$ cat src/rtl/riscv_pkg.sv
// Shared encodings for the RV32I pipeline hazard logic: result-select codes,
// forwarding mux selects and the memory-wait FSM states.
package riscv_pkg;

    localparam logic [1:0] RESULT_LOAD = 2'b01;

    localparam logic [1:0] FWD_RF = 2'b00;
    localparam logic [1:0] FWD_W  = 2'b01;
    localparam logic [1:0] FWD_M  = 2'b10;

    typedef enum logic {
        IDLE = 1'b0,
        WAIT = 1'b1
    } wait_state_e;

    // M-stage producer wins over W-stage; x0 is never forwarded.
    function automatic logic [1:0] fwd_sel(
        input logic       regw_m,
        input logic [4:0] rd_m,
        input logic       regw_w,
        input logic [4:0] rd_w,
        input logic [4:0] rs
    );
        logic [1:0] sel;
        sel = FWD_RF;
        if (regw_m && (rd_m != 5'd0) && (rd_m == rs)) begin
            sel = FWD_M;
        end else if (regw_w && (rd_w != 5'd0) && (rd_w == rs)) begin
            sel = FWD_W;
        end
        return sel;
    endfunction

endpackage

$ cat src/rtl/hazard_shadow.sv
// Shadow copy of the E/M/W register addresses and control bits used for
// hazard detection; mirrors the real pipeline's hold/flush/bubble behaviour.
module hazard_shadow
    import riscv_pkg::*;
(
    input  logic       clk,
    input  logic       reset,
    input  logic       hold,
    input  logic       flush_e,
    input  logic [4:0] rs1_in,
    input  logic [4:0] rs2_in,
    input  logic [4:0] rd_in,
    input  logic       regw_in,
    input  logic       load_in,
    output logic [4:0] rs1_e,
    output logic [4:0] rs2_e,
    output logic [4:0] rd_e,
    output logic       load_e,
    output logic [4:0] rd_m,
    output logic       regw_m,
    output logic [4:0] rd_w,
    output logic       regw_w
);

    logic [4:0] rs1_e_q, rs1_e_d;
    logic [4:0] rs2_e_q, rs2_e_d;
    logic [4:0] rd_e_q,  rd_e_d;
    logic       regw_e_q, regw_e_d;
    logic       load_e_q, load_e_d;
    logic [4:0] rd_m_q,  rd_m_d;
    logic       regw_m_q, regw_m_d;
    logic [4:0] rd_w_q,  rd_w_d;
    logic       regw_w_q, regw_w_d;

    always_comb begin
        rs1_e_d  = rs1_e_q;
        rs2_e_d  = rs2_e_q;
        rd_e_d   = rd_e_q;
        regw_e_d = regw_e_q;
        load_e_d = load_e_q;
        rd_m_d   = rd_m_q;
        regw_m_d = regw_m_q;
        rd_w_d   = 5'd0;
        regw_w_d = 1'b0;
        // While frozen, E and M hold and a bubble drains into W.
        if (!hold) begin
            if (flush_e) begin
                rs1_e_d  = 5'd0;
                rs2_e_d  = 5'd0;
                rd_e_d   = 5'd0;
                regw_e_d = 1'b0;
                load_e_d = 1'b0;
            end else begin
                rs1_e_d  = rs1_in;
                rs2_e_d  = rs2_in;
                rd_e_d   = rd_in;
                regw_e_d = regw_in;
                load_e_d = load_in;
            end
            rd_m_d   = rd_e_q;
            regw_m_d = regw_e_q;
            rd_w_d   = rd_m_q;
            regw_w_d = regw_m_q;
        end
    end

    always_ff @(posedge clk) begin
        if (reset) begin
            rs1_e_q  <= 5'd0;
            rs2_e_q  <= 5'd0;
            rd_e_q   <= 5'd0;
            regw_e_q <= 1'b0;
            load_e_q <= 1'b0;
            rd_m_q   <= 5'd0;
            regw_m_q <= 1'b0;
            rd_w_q   <= 5'd0;
            regw_w_q <= 1'b0;
        end else begin
            rs1_e_q  <= rs1_e_d;
            rs2_e_q  <= rs2_e_d;
            rd_e_q   <= rd_e_d;
            regw_e_q <= regw_e_d;
            load_e_q <= load_e_d;
            rd_m_q   <= rd_m_d;
            regw_m_q <= regw_m_d;
            rd_w_q   <= rd_w_d;
            regw_w_q <= regw_w_d;
        end
    end

    assign rs1_e  = rs1_e_q;
    assign rs2_e  = rs2_e_q;
    assign rd_e   = rd_e_q;
    assign load_e = load_e_q;
    assign rd_m   = rd_m_q;
    assign regw_m = regw_m_q;
    assign rd_w   = rd_w_q;
    assign regw_w = regw_w_q;

endmodule

$ cat src/rtl/hazard_ctrl.sv
// Hazard and stall controller for the 5-stage RV32I pipeline: forwarding,
// load-use stalls, branch flushes and a timed freeze on slow data memory.
module hazard_ctrl
    import riscv_pkg::*;
#(
    parameter int MEM_TIMEOUT = 16,
    parameter int CNT_W       = 32
) (
    input  logic             clk,
    input  logic             reset,
    input  logic [4:0]       Rs1D,
    input  logic [4:0]       Rs2D,
    input  logic [4:0]       RdD,
    input  logic             RegWriteD,
    input  logic [1:0]       ResultSrcD,
    input  logic             PCSrcE,
    input  logic             MemReqM,
    input  logic             MemReadyM,
    output logic             StallF,
    output logic             StallD,
    output logic             FlushD,
    output logic             StallE,
    output logic             FlushE,
    output logic             StallM,
    output logic             FlushW,
    output logic [1:0]       ForwardAE,
    output logic [1:0]       ForwardBE,
    output logic             MemErr,
    output logic [CNT_W-1:0] StallCycles
);

    localparam int WCW = $clog2(MEM_TIMEOUT + 1);

    wait_state_e    state_q, state_d;
    logic [WCW-1:0] wait_cnt_q, wait_cnt_d;
    logic           mem_err_q, mem_err_d;
    logic [CNT_W-1:0] stall_cnt_q, stall_cnt_d;

    logic [4:0] rs1_e, rs2_e, rd_e, rd_m, rd_w;
    logic       load_e, regw_m, regw_w;
    logic       timeout, mem_stall, lw_stall, flush_e;

    hazard_shadow u_shadow (
        .clk     (clk),
        .reset   (reset),
        .hold    (mem_stall),
        .flush_e (flush_e),
        .rs1_in  (Rs1D),
        .rs2_in  (Rs2D),
        .rd_in   (RdD),
        .regw_in (RegWriteD),
        .load_in (ResultSrcD == RESULT_LOAD),
        .rs1_e   (rs1_e),
        .rs2_e   (rs2_e),
        .rd_e    (rd_e),
        .load_e  (load_e),
        .rd_m    (rd_m),
        .regw_m  (regw_m),
        .rd_w    (rd_w),
        .regw_w  (regw_w)
    );

    always_comb begin
        timeout = (state_q == WAIT) && (wait_cnt_q == WCW'(MEM_TIMEOUT - 1));
        if (state_q == IDLE) begin
            mem_stall = MemReqM && !MemReadyM;
        end else begin
            mem_stall = !MemReadyM && !timeout;
        end
        lw_stall = load_e && (rd_e != 5'd0) && ((rd_e == Rs1D) || (rd_e == Rs2D));
        flush_e  = (lw_stall || PCSrcE) && !mem_stall;
    end

    always_comb begin
        state_d    = state_q;
        wait_cnt_d = wait_cnt_q;
        mem_err_d  = mem_err_q;
        case (state_q)
            IDLE: begin
                if (MemReqM && !MemReadyM) begin
                    state_d    = WAIT;
                    wait_cnt_d = WCW'(1);
                end
            end
            WAIT: begin
                if (MemReadyM) begin
                    state_d    = IDLE;
                    wait_cnt_d = '0;
                end else if (timeout) begin
                    // Access is abandoned; the pipe moves on and the error sticks.
                    state_d    = IDLE;
                    wait_cnt_d = '0;
                    mem_err_d  = 1'b1;
                end else begin
                    wait_cnt_d = wait_cnt_q + WCW'(1);
                end
            end
            default: begin
                state_d    = IDLE;
                wait_cnt_d = '0;
            end
        endcase
    end

    always_comb begin
        stall_cnt_d = stall_cnt_q;
        if ((lw_stall || mem_stall) && (stall_cnt_q != {CNT_W{1'b1}})) begin
            stall_cnt_d = stall_cnt_q + CNT_W'(1);
        end
    end

    always_ff @(posedge clk) begin
        if (reset) begin
            state_q     <= IDLE;
            wait_cnt_q  <= '0;
            mem_err_q   <= 1'b0;
            stall_cnt_q <= '0;
        end else begin
            state_q     <= state_d;
            wait_cnt_q  <= wait_cnt_d;
            mem_err_q   <= mem_err_d;
            stall_cnt_q <= stall_cnt_d;
        end
    end

    assign StallF      = lw_stall || mem_stall;
    assign StallD      = lw_stall || mem_stall;
    assign FlushD      = PCSrcE && !mem_stall;
    assign StallE      = mem_stall;
    assign FlushE      = flush_e;
    assign StallM      = mem_stall;
    assign FlushW      = mem_stall;
    assign ForwardAE   = fwd_sel(regw_m, rd_m, regw_w, rd_w, rs1_e);
    assign ForwardBE   = fwd_sel(regw_m, rd_m, regw_w, rd_w, rs2_e);
    assign MemErr      = mem_err_q;
    assign StallCycles = stall_cnt_q;

endmodule

$ cat config.mk
export PLATFORM = sky130hd
export DESIGN_NAME = hazard_ctrl
export DESIGN_NICKNAME = d
export VERILOG_FILES = /design/src/rtl/riscv_pkg.sv /design/src/rtl/hazard_shadow.sv /design/src/rtl/hazard_ctrl.sv
export SDC_FILE = /design/constraint.sdc
export NUM_CORES = 1
export LEC_CHECK = 0
export CORE_MARGIN = 2
export CORE_UTILIZATION = 55
export CTS_CLUSTER_DIAMETER = 200
export DETAILED_ROUTE_END_ITERATION = 8
export MAX_ROUTING_LAYER = met4
export PLACE_DENSITY = 0.92
export SYNTH_ARGS = -nofsm -noshare
export SYNTH_HDL_FRONTEND = slang
export SYNTH_SLANG_ARGS = --single-unit
$ cat constraint.sdc
create_clock -name clk -period 4.02 [get_ports clk]
set_clock_uncertainty 0.15 [all_clocks]
set_input_delay 1.005 -clock clk [delete_from_list [all_inputs] [get_ports clk]]
set_output_delay 1.005 -clock clk [all_outputs]
set_load 0.02 [all_outputs]
==> key figures <==
Status
  • Status: completed

Yosys
  • Asr flop ratio synth: 0%
  • Synth cell count leaders: dfxtp_1 (68), nor2_1 (32), a21oi_1 (26), or4_1 (24), xor2_1 (20)
  • Post-Synthesis Cells: 386
  • Xor-xnor portion of the synthesized cell area: 7.39%
  • Multiplexer share of the synthesized area: 6.23%
  • Largest family of logic cells by synthesized area: simple AND/OR/NAND/NOR gates
  • Prevailing post-synth register cell: dfxtp_1
  • Post-Synth Adder-Cell Area: 0.704%
  • Distinct cell type count after synthesis: 50
  • Seq/Total Area, Yosys: 38.3%
  • Post-synth top area share: 38.3%
  • Yosys warning total: 0
  • Mapped Area: 3550 um2
  • Synth area leader: dfxtp_1
  • Largest cells by area after synthesis: dfxtp_1 (38%), or4_1 (5.1%), xor2_1 (4.9%), a22o_1 (3.9%), o31ai_1 (3.8%)
  • Seq cells post-synth: 68
  • Compound-cell area share of the yosys netlist: 14.0%
  • Count leader, synth: dfxtp_1
  • EDFF count, synth: 0
  • Syn Area/Cell: 9.21 um2
  • Syn nets: 411
  • Post-Synth Simple-Gate Area: 29.1%

Power and ir drop
  • Sw frac: 23.4%
  • Pint: 1.12 mW
  • P_leak: 1.63 nW
  • PwrDens: 328 nW/um2
  • Fraction of power consumed by combinational cells: 9.4%
  • Sw Pwr: 342 uW
  • Peak supply drop: 0.338 mV
  • Clock share of power: 42.2%
  • Power share of the sequential group: 48.3%

Cells and area
  • Share of post-route cells with drive strength above 1: 10.6%
  • Net count, final: 472
  • Antenna diodes: 0
  • Synth-to-layout area growth: 25.3%
  • Design area: 4450 um2

Min path
  • Worst hold path type: flip-flop to flip-flop

Timing
  • Fmax: 0.255 GHz
  • Hold slack: 0.305 ns
  • RSZ-0062 raised after global routing: no
  • Final hold viol count: 0
  • Slew @ Worst Pin: 1.06 ns
  • Max-slew violations: 0
  • Slew margin rel.: 29.3%
  • Final period util: 97.7%
  • Crit path time final: 3.93 ns
  • Setup-failing EPs final: 0

Placed design
  • Detail Placement HPWL: 6030 um
  • Routability-driven placement congestion ratio: 0.908
  • I/O Buffers: 66
  • DP Area: 4220 um2

Worst setup path
  • CP Launch Type: input port
  • Crit path max fanout: 16
  • CP delay by family, top: buffers and inverters
  • Crit path cell chain: clkdlybuf4s50_1 -> nor2b_1 -> o2bb2ai_4 -> buf_4 -> clkdlybuf4s50_1
  • Crit Path Class: input port to primary output
  • Reg-to-reg slack, setup: 1.14 ns
  • Most used cell, CP: clkdlybuf4s50_1
  • WP data required: 2.86 ns
  • Kind of end point of the critical path: primary output
  • CP max stage cell: clkdlybuf4s50_1
  • Buf+Inv Stages, Crit Path: 3
  • Biggest cell delay along the critical path: 0.64 ns
  • CP Data Arrival Time: 2.77 ns

Clock network
  • CTS Buf Count: 9
  • Clock insertion delay at the later pin of the skew report: 0.34 ns
  • Clk sinks: 68
  • CTS H-Tree Depth: 3
  • Clock slew at reported path FFs: 0.07 ns
  • Clock buffer depth: 2
  • CTS root buf: clkbuf_8
  • CTS Hold Buffers Added: 0
  • CTS tree: yes

Drt
  • Initial DRT Pass Iterations: 4
  • DRT antenna net count: 0
  • Routed WL: 8780 um
  • WL/cell: 16.6 um
  • Total number of vias: 3,255
  • Remaining DRCs: 0
  • 1st-iter DRT viols: 191
  • DR vias/cell: 6.15

Global routing
  • Total global-route track usage: 25.7%
  • First-pass GRT wire length: 14,600 um
  • Largest net degree at the start of global routing: 61
  • Grt ovf: 0
  • Initial antenna violation count: 0
  • Vias in the first global route: 3,062

Floorplan
  • I/O pins: 67
  • Starting Density: 56.3%
  • Core Box Area: 6310 um2
  • Chip width: 84.4 um
  • Die area: 7120 um2
  • DIE HEIGHT: 84.4 um
  • Row count: 29

Job
  • Max_cap viols: 0
per-layer routing:
metal	global-route usage [%]	vias up	wire, um
met3	5.80	14	491
met1	33.4	1552	3890
met2	40.4	128	4280
met4	7.79	0	114
li1	-	1561	-
met5	-	-	0
worst min-delay path, delay by kind of cell (launching register included):
family	cells	cell delay, ns
and+or+nand+nor	1	0.05
DFF	1	0.31
AOI/OAI and AO/OA	1	0.05
layout by cell type (no fill, tap or decap), types with 9 or more instances in the layout:
master / count
nor2_1: 32
o31ai_1: 18
nor2b_1: 16
xor2_1: 20
dfxtp_1: 68
clkbuf_8: 10
a22o_1: 16
nand3_1: 19
a21oi_1: 25
nand2_1: 14
nor4_1: 9
clkdlybuf4s50_1: 61
xnor2_1: 10
or4_1: 24
power by group through the flow:
| stage | clock (mW) | sequential (mW) | combinational (mW) |
|---|---|---|---|
| floorplan | 0 | 0.716 | 0.0865 |
| global placement | 0 | 0.720 | 0.132 |
| detailed placement | 0 | 0.721 | 0.137 |
| CTS | 0.625 | 0.706 | 0.136 |
| global route | 0.654 | 0.708 | 0.149 |
| finish | 0.617 | 0.706 | 0.138 |
metrics by stage:
step | util, % | instances | setup WS, ns | TNS (ns) | power (mW)
detailed placement | 66.9 | 513 | -0.279 | -0.469 | 0.858
finish | 70.6 | 529 | 0.0936 | 0 | 1.46
global placement | 66.9 | 513 | -0.243 | -0.394 | 0.852
CTS | 70.3 | 529 | 0.0705 | 0 | 1.47
floorplan | - | 386 | 0.442 | 0 | 0.803
global route | 70.6 | 529 | 0.00481 | 0 | 1.51
registers in the layout, indices dropped and copies added, names as in the netlist:
name and count:
u_shadow.regw_m 1, u_shadow.rd_m 5, StallCycles 32, u_shadow.rs1_e 5
u_shadow.rd_e 5, u_shadow.load_e 1, MemErr 1, u_shadow.rd_w 5
u_shadow.rs2_e 5, u_shadow.regw_e_q 1, state_q 1, wait_cnt_q 5
u_shadow.regw_w 1
path summary, 6_finish.rpt:
path,cells after the start,from,to
setup / recovery,5,MemReqM,StallE
hold / removal,2,u_shadow.load_e,u_shadow.load_e
setup reg to reg,7,StallCycles[0],StallCycles[9]
hold reg to reg,2,u_shadow.load_e,u_shadow.load_e
final cells by class:
type                            count  area [um2]
Clock inverter                      4        72.6
Fill cell                         474        1860
Tap cell                           77        96.3
Multi-Input combinational cell    291        2060
Clock buffer                       12         145
Sequential cell                    68        1360
Timing Repair Buffer               73         706
Inverter                            4        15.0
cell families after synthesis:
kind of cell | count (synthesis)
flops | 68
fa+ha+maj | 2
compound gates | 72
simple gates | 169
xor+xnor | 30
buf+inv | 27
mux | 18
repair_timing:
| item | 4_1_cts | 5_1_grt |
|---|---|---|
| resized for setup | 4 | 7 |
| pin swaps | 1 | 1 |
| buffers inserted | 0 | 0 |
| endpoints found under the hold margin | 0 | 0 |
| setup endpoints to repair | 3 | 2 |
Power figures use the tool's default switching activity.
